===== config.mk =====
export PLATFORM = sky130hd
export DESIGN_NAME = display_scheduler
export DESIGN_NICKNAME = d
export VERILOG_FILES = /design/src/rtl/display_scheduler.sv
export SDC_FILE = /design/constraint.sdc
export NUM_CORES = 1
export LEC_CHECK = 0
export CAP_MARGIN = 30
export CORE_UTILIZATION = 58
export DETAILED_ROUTE_END_ITERATION = 16
export GPL_TIMING_DRIVEN = 0
export PLACE_DENSITY = 0.8
export SKIP_LAST_GASP = 1
export SYNTH_ARGS = -nofsm -noshare
export SYNTH_HDL_FRONTEND = slang
export SYNTH_SLANG_ARGS = --single-unit

===== constraint.sdc =====
create_clock -name clk -period 3.3 [get_ports clk]
set_input_delay 0.33 -clock clk [delete_from_list [all_inputs] [get_ports clk]]
set_output_delay 0.33 -clock clk [all_outputs]
set_load 0.01 [all_outputs]

===== src/rtl/display_scheduler.sv =====
// Shares the seven-segment display among four note channels and scans its three digits.
// Optional DISP_SCHED_RR_EN: round-robin HomeScreen grant (default: fixed priority ch0 > ch3).
module display_scheduler #(
  parameter logic [15:0] SCAN_DIV  = 16'd50000,
  parameter logic [7:0]  BLANK_CYC = 8'd4,
  parameter logic [23:0] HOLD_CYC  = 24'd25000000
) (
  input  logic        clk,
  input  logic        rst_n,
  input  logic [2:0]  screen_state,
  input  logic [19:0] note_in,
  input  logic [3:0]  note_vld,
  output logic [4:0]  disp_code,
  output logic [1:0]  owner,
  output logic        busy,
  output logic [3:0]  AN,
  output logic [1:0]  digit_sel
);

  localparam int unsigned NCH = 4;
  localparam int unsigned CW  = 5;
  localparam logic [CW-1:0] BLANK_CODE = 5'd31;

  typedef enum logic {IDLE, SHOW} state_e;

  state_e          state_q, state_d;
  logic [CW-1:0]   code_q [NCH];
  logic [CW-1:0]   code_d [NCH];
  logic [CW-1:0]   slice  [NCH];
  logic [NCH-1:0]  pend_q, pend_d, eff_pend;
  logic [CW-1:0]   disp_q, disp_d;
  logic [1:0]      owner_q, owner_d;
  logic            busy_q;
  logic [23:0]     hold_q, hold_d;
  logic [2:0]      mode_q, mode;
  logic            home, scr_chg, gnt_any;
  logic [1:0]      focus, gnt_idx;

  logic            run_q, blank_q, blank_d;
  logic [1:0]      slot_q, slot_d, next_slot;
  logic [15:0]     cnt_q, cnt_d;
  logic [3:0]      an_q, an_d;
  logic [1:0]      dsel_q, dsel_d;

  // Rest codes (25..31) are all presented as the blank code.
  function automatic logic [CW-1:0] show_code(input logic [CW-1:0] c);
    return (c > 5'd24) ? BLANK_CODE : c;
  endfunction

  always_comb begin
    for (int i = 0; i < NCH; i++) begin
      slice[i]  = note_in[CW*i +: CW];
      code_d[i] = note_vld[i] ? slice[i] : code_q[i];
    end
    mode     = (screen_state >= 3'd1 && screen_state <= 3'd4) ? screen_state : 3'd0;
    home     = (mode == 3'd0);
    focus    = 2'(mode - 3'd1);
    scr_chg  = (mode != mode_q);
    eff_pend = pend_q | note_vld;
  end

`ifdef DISP_SCHED_RR_EN
  logic [1:0] rr_idx;
  // Walk from owner+4 down to owner+1 so the nearest successor wins.
  always_comb begin
    gnt_any = |eff_pend;
    gnt_idx = owner_q;
    rr_idx  = owner_q;
    for (int k = NCH; k >= 1; k--) begin
      rr_idx = 2'(owner_q + 2'(k));
      if (eff_pend[rr_idx]) gnt_idx = rr_idx;
    end
  end
`else
  always_comb begin
    gnt_any = |eff_pend;
    gnt_idx = owner_q;
    for (int k = NCH - 1; k >= 0; k--) begin
      if (eff_pend[k]) gnt_idx = 2'(k);
    end
  end
`endif

  // Ownership / hold FSM next-state.
  always_comb begin
    state_d = state_q;
    owner_d = owner_q;
    disp_d  = disp_q;
    hold_d  = hold_q;
    pend_d  = eff_pend;
    if (scr_chg) begin
      pend_d = '0;
      if (home) begin
        state_d = IDLE;
        disp_d  = BLANK_CODE;
      end else begin
        state_d = SHOW;
        owner_d = focus;
        disp_d  = show_code(code_d[focus]);
      end
    end else if (!home) begin
      state_d       = SHOW;
      owner_d       = focus;
      disp_d        = show_code(code_d[focus]);
      pend_d[focus] = 1'b0;
    end else begin
      unique case (state_q)
        IDLE: begin
          disp_d = BLANK_CODE;
          if (gnt_any) begin
            state_d         = SHOW;
            owner_d         = gnt_idx;
            disp_d          = show_code(code_d[gnt_idx]);
            pend_d[gnt_idx] = 1'b0;
            hold_d          = HOLD_CYC - 24'd1;
          end
        end
        SHOW: begin
          if (note_vld[owner_q]) begin
            disp_d          = show_code(slice[owner_q]);
            pend_d[owner_q] = 1'b0;
            hold_d          = HOLD_CYC - 24'd1;
          end else if (hold_q == 24'd0) begin
            if (gnt_any) begin
              owner_d         = gnt_idx;
              disp_d          = show_code(code_d[gnt_idx]);
              pend_d[gnt_idx] = 1'b0;
              hold_d          = HOLD_CYC - 24'd1;
            end else begin
              state_d = IDLE;
              disp_d  = BLANK_CODE;
            end
          end else begin
            hold_d = hold_q - 24'd1;
          end
        end
        default: state_d = IDLE;
      endcase
    end
  end

  // Free-running digit scan; the first slot starts on the first edge after reset.
  always_comb begin
    next_slot = (slot_q == 2'd2) ? 2'd0 : 2'(slot_q + 2'd1);
    slot_d    = slot_q;
    blank_d   = blank_q;
    cnt_d     = cnt_q + 16'd1;
    if (!run_q) begin
      slot_d  = 2'd0;
      blank_d = 1'b0;
      cnt_d   = 16'd0;
    end else if (!blank_q) begin
      if (cnt_q == SCAN_DIV - 16'd1) begin
        cnt_d = 16'd0;
        if (BLANK_CYC == 8'd0) slot_d = next_slot;
        else                   blank_d = 1'b1;
      end
    end else if (cnt_q == {8'd0, BLANK_CYC} - 16'd1) begin
      cnt_d   = 16'd0;
      blank_d = 1'b0;
      slot_d  = next_slot;
    end
    an_d   = 4'b1111;
    dsel_d = 2'd3;
    if (!blank_d) begin
      an_d   = ~(4'b0001 << slot_d);
      dsel_d = slot_d;
    end
  end

  always_ff @(posedge clk or negedge rst_n) begin
    if (!rst_n) begin
      state_q <= IDLE;
      for (int i = 0; i < NCH; i++) code_q[i] <= BLANK_CODE;
      pend_q  <= '0;
      disp_q  <= BLANK_CODE;
      owner_q <= 2'd0;
      busy_q  <= 1'b0;
      hold_q  <= 24'd0;
      mode_q  <= 3'd0;
      run_q   <= 1'b0;
      blank_q <= 1'b1;
      slot_q  <= 2'd0;
      cnt_q   <= 16'd0;
      an_q    <= 4'b1111;
      dsel_q  <= 2'd3;
    end else begin
      state_q <= state_d;
      for (int i = 0; i < NCH; i++) code_q[i] <= code_d[i];
      pend_q  <= pend_d;
      disp_q  <= disp_d;
      owner_q <= owner_d;
      busy_q  <= (state_d == SHOW);
      hold_q  <= hold_d;
      mode_q  <= mode;
      run_q   <= 1'b1;
      blank_q <= blank_d;
      slot_q  <= slot_d;
      cnt_q   <= cnt_d;
      an_q    <= an_d;
      dsel_q  <= dsel_d;
    end
  end

  assign disp_code = disp_q;
  assign owner     = owner_q;
  assign busy      = busy_q;
  assign AN        = an_q;
  assign digit_sel = dsel_q;

endmodule


==> impl_metrics.csv <==
group,metric,value,unit
run_status,outcome,"finished, final reports clean",
cells_and_area,syn_to_final_growth,15.6,%
synth,synth_seq_cells,85,
grt,grt-ovfl-total,0,
critical_path,cp-start-kind,"input pin",
routing,remaining_drc_errors,0,
grt,use_met3,5.83,%
routing,wl,11000,um
critical_path,cpPeakStageDelay,0.56,ns
floorplan,core_area,7850,um2
cells_and_area,final_common_cell,"nor2_1",
synth,yosysSeqAreaShare,45.5,%
power,vdd_drop_max,0.308,mV
sta,hold_viol_final,0,
critical_path,end_kind,"flip-flop",
placed_design,hpwl,8120,um
power,power_density,462,nW/um2
critical_path,crit_type,"input pin to flip-flop",
cells_and_area,drive_gt1_share,17.7,%
synth,netlist_top_cells_area,"dfrtp_1 28%, dfstp_2 18%, nor2_1 5.0%",
sta,setup_viol,0,
floorplan,die_height,92.6,um
routing,drt_first_pass_iters,5,
synth,avgSynthCellArea,9.95,um2
flow_run,max_cap_violations,0,
grt,grtUsageMet1,37.0,%
sta,finalCritPeriodShare,86.5,%
clock_tree,numCtsBuffers,9,
floorplan,die_area,8580,um2
critical_path,path_buf_inv,2,
clock_tree,cts_max_path_buffers,2,
synth,synth_ff_type,"dfrtp_1",
synth,syn-cell-area,4760,um2
floorplan,die_x,92.6,um
synth,yosysTopAreaCellShare,27.8,%
grt,grt_max_degree,48,
synth,ys_types,69,
sta,grt_setup_unrepaired,"false",
sta,maxSlewHeadroom,39.2,%
grt,grt_usage,28.2,%
synth,ys_async_sr_fraction,100,%
clock_tree,ctsRootBufferMaster,"clkbuf_8",
cells_and_area,final_cell_mix,"63 x nor2_1, 53 x dfrtp_1, 38 x clkdlybuf4s50_1, 36 x nand2_1, 32 x dfstp_2",
placed_design,portBuffers,39,
cells_and_area,n_fill_cell,608,
grt,antenna_found_initial,0,
routing,ant_nets,0,
sta,worstMarginPinSlew,0.909,ns
routing,via_per_inst,6.26,
clock_tree,cts_tree,"yes",
synth,yosysWarnings,0,
synth,syn_nets,514,
critical_path,cp_top_family,"compound AO/OA/AOI/OAI gates",
sta,timing.hold.ws,0.325,ns
clock_tree,cts_setup_buffers,0,
floorplan,core.rowCount,32,
clock_tree,cts_max_level,3,
cells_and_area,diodes,0,
floorplan,pin_count,43,
sta,slew_violations,0,
sta,skew,0.00987,ns
clock_tree,clkTransAtPathRegs,0.09,ns
cells_and_area,fin_cells,638,
worst_hold_path,hp-class,"input pin to flip-flop",
cells_and_area,layout.nets,566,
grt,grt_busiest_layer,"met2",
clock_tree,cts_sinks,85,
critical_path,worstPathCellList,"clkdlybuf4s50_1 > buf_2 > or4_1 > o221ai_1 > o21ai_0 > o22ai_1 > o31ai_4 > o31ai_1 > a22o_1",
critical_path,cp_max_fo,10,
synth,netlist_instances,479,
grt,grt_pass1_wl,18900,um
power,leakagePower,2.17,nW
synth,yosysTopAreaCell,"dfrtp_1",
routing,drt_iter0_drc,251,
routing,num_vias,3997,
grt,grt_pass1_vias,4049,
floorplan,start_util,60.7,%
critical_path,critical_path_required,3.61,ns
placed_design,place_congestion,0.868,
critical_path,cp_slowest_cell,"or4_1",
critical_path,cp.arrival,3.16,ns
placed_design,placed_cells,621,
synth,synth_edf_count,0,
clock_tree,clk-insertion-delay-late,0.36,ns
sta,finalCriticalPeriod,2.85,ns
routing,wl_per_cell,17.3,um
sta,fmax,350,MHz
grt,use_met2,45.4,%
==> area by class of cell <==
cell class                 count  area (um2)  share of cell area [%]
clock buffer                  12         155                    2.82
buffer                        16        87.6                    1.59
timing repair buffer          41         425                    7.72
sequential                    85        2170                    39.3
clock inverter                 4        31.3                   0.568
tap                          102         128                    2.32
multi-input combinational    357        2440                    44.2
inverter                      21        78.8                    1.43
==> synth_stat cells (3+ instances only) <==
cell      instances
nor2_1           63
dfrtp_1          53
nand2_1          36
dfstp_2          32
inv_1            21
nand3_1          20
mux2_2           16
nor3_1           16
o21ai_0          15
xnor2_1          14
xor2_1           13
o211ai_1         12
a21oi_1          11
a31oi_1          10
clkbuf_1          8
mux2i_1           8
mux4_2            8
nor4_1            8
or3_1             8
or4_1             8
nand2b_1          7
o22ai_1           7
ha_1              6
and3_1            4
buf_2             4
o21ai_1           4
a21boi_0          3
a22o_1            3
a22oi_1           3
a41oi_1           3
buf_6             3
o31ai_1           3
or2_2             3
==> per-stage QoR <==
stage / util, % / setup WS (ns) / cell area (um2) / power, mW / setup TNS, ns
2_1_floorplan: - / 0.959 / 4760 / 1.63 / 0
3_3_place_gp: 67.3 / -0.991 / 5280 / 1.83 / -53.23
3_5_place_dp: 67.6 / -0.102 / 5310 / 1.85 / -0.372
4_1_cts: 70.1 / 0.278 / 5500 / 2.55 / 0
5_1_grt: 70.2 / 0.192 / 5510 / 2.68 / 0
6_report: 70.2 / 0.446 / 5510 / 2.55 / 0
==> tightest hold or removal path, cell delays in order <==
cell and delay (ns):
buf_6 0.13, mux2i_1 0.12, inv_1 0.07
==> sequential cells by signal, indices dropped and copies added (netlist names) <==
register,flops
AN,4
blank_q,1
busy,1
cnt_q,16
code_q,20
digit_sel,2
disp_code,5
hold_q,24
mode_q,3
owner,2
pend_q,4
run_q,1
slot_q,2
==> cell families after synthesis <==
| logic type | after synthesis | synth area share, % |
|---|---|---|
| adder cells (fa/ha/maj) | 6 | 1.58 |
| other | 1 | 0.0787 |
| multiplexers | 32 | 9.24 |
| buffers and inverters | 37 | 3.49 |
| flip-flops | 85 | 45.5 |
| AO/OA/AOI/OAI | 100 | 15.3 |
| XOR/XNOR | 27 | 4.96 |
| AND/OR/NAND/NOR | 191 | 19.9 |
==> where the power goes <==
group | internal [mW] | switching, mW | leakage [nW]
Sequential | 1.15 | 0.0705 | 0.983
Combinational | 0.272 | 0.351 | 1.10
Clock | 0.318 | 0.383 | 0.0852
Total | 1.74 | 0.804 | 2.17
==> path summary, 6_finish.rpt <==
check / start / endpoint / slack [ns] / cells after the start
hold / removal: note_vld[2] / code_q[8]$_DFF_PN1_ / 0.32 / 3
setup / recovery: note_vld[1] / disp_code[2]$_DFFE_PN1P_ / 0.45 / 9
hold reg to reg: cnt_q[0]$_DFF_PN0_ / cnt_q[0]$_DFF_PN0_ / 0.47 / 1
max in group asynchronous: rst_n / code_q[3]$_DFF_PN1_ / 2.16 / 3
min in group asynchronous: rst_n / cnt_q[13]$_DFF_PN0_ / 0.48 / 2
setup reg to reg: hold_q[13]$_DFFE_PN0N_ / owner[1]$_DFFE_PN0P_ / 0.52 / 7
==> what timing repair did <==
| item | CTS | global route |
|---|---|---|
| hold buffers | 1 | 0 |
| gates resized for setup | 0 | 1 |
| setup endpoints to repair | 0 | 1 |
| hold endpoints to repair | 17 | 0 |
==> routing by layer <==
metal  routed length, um  vias up
li1                    -     1859
met4                 225        0
met3                 685       22
met1                4840     1974
met5                   0        -
met2                5300      142
Note: power is estimated with default switching activity, not from simulation.
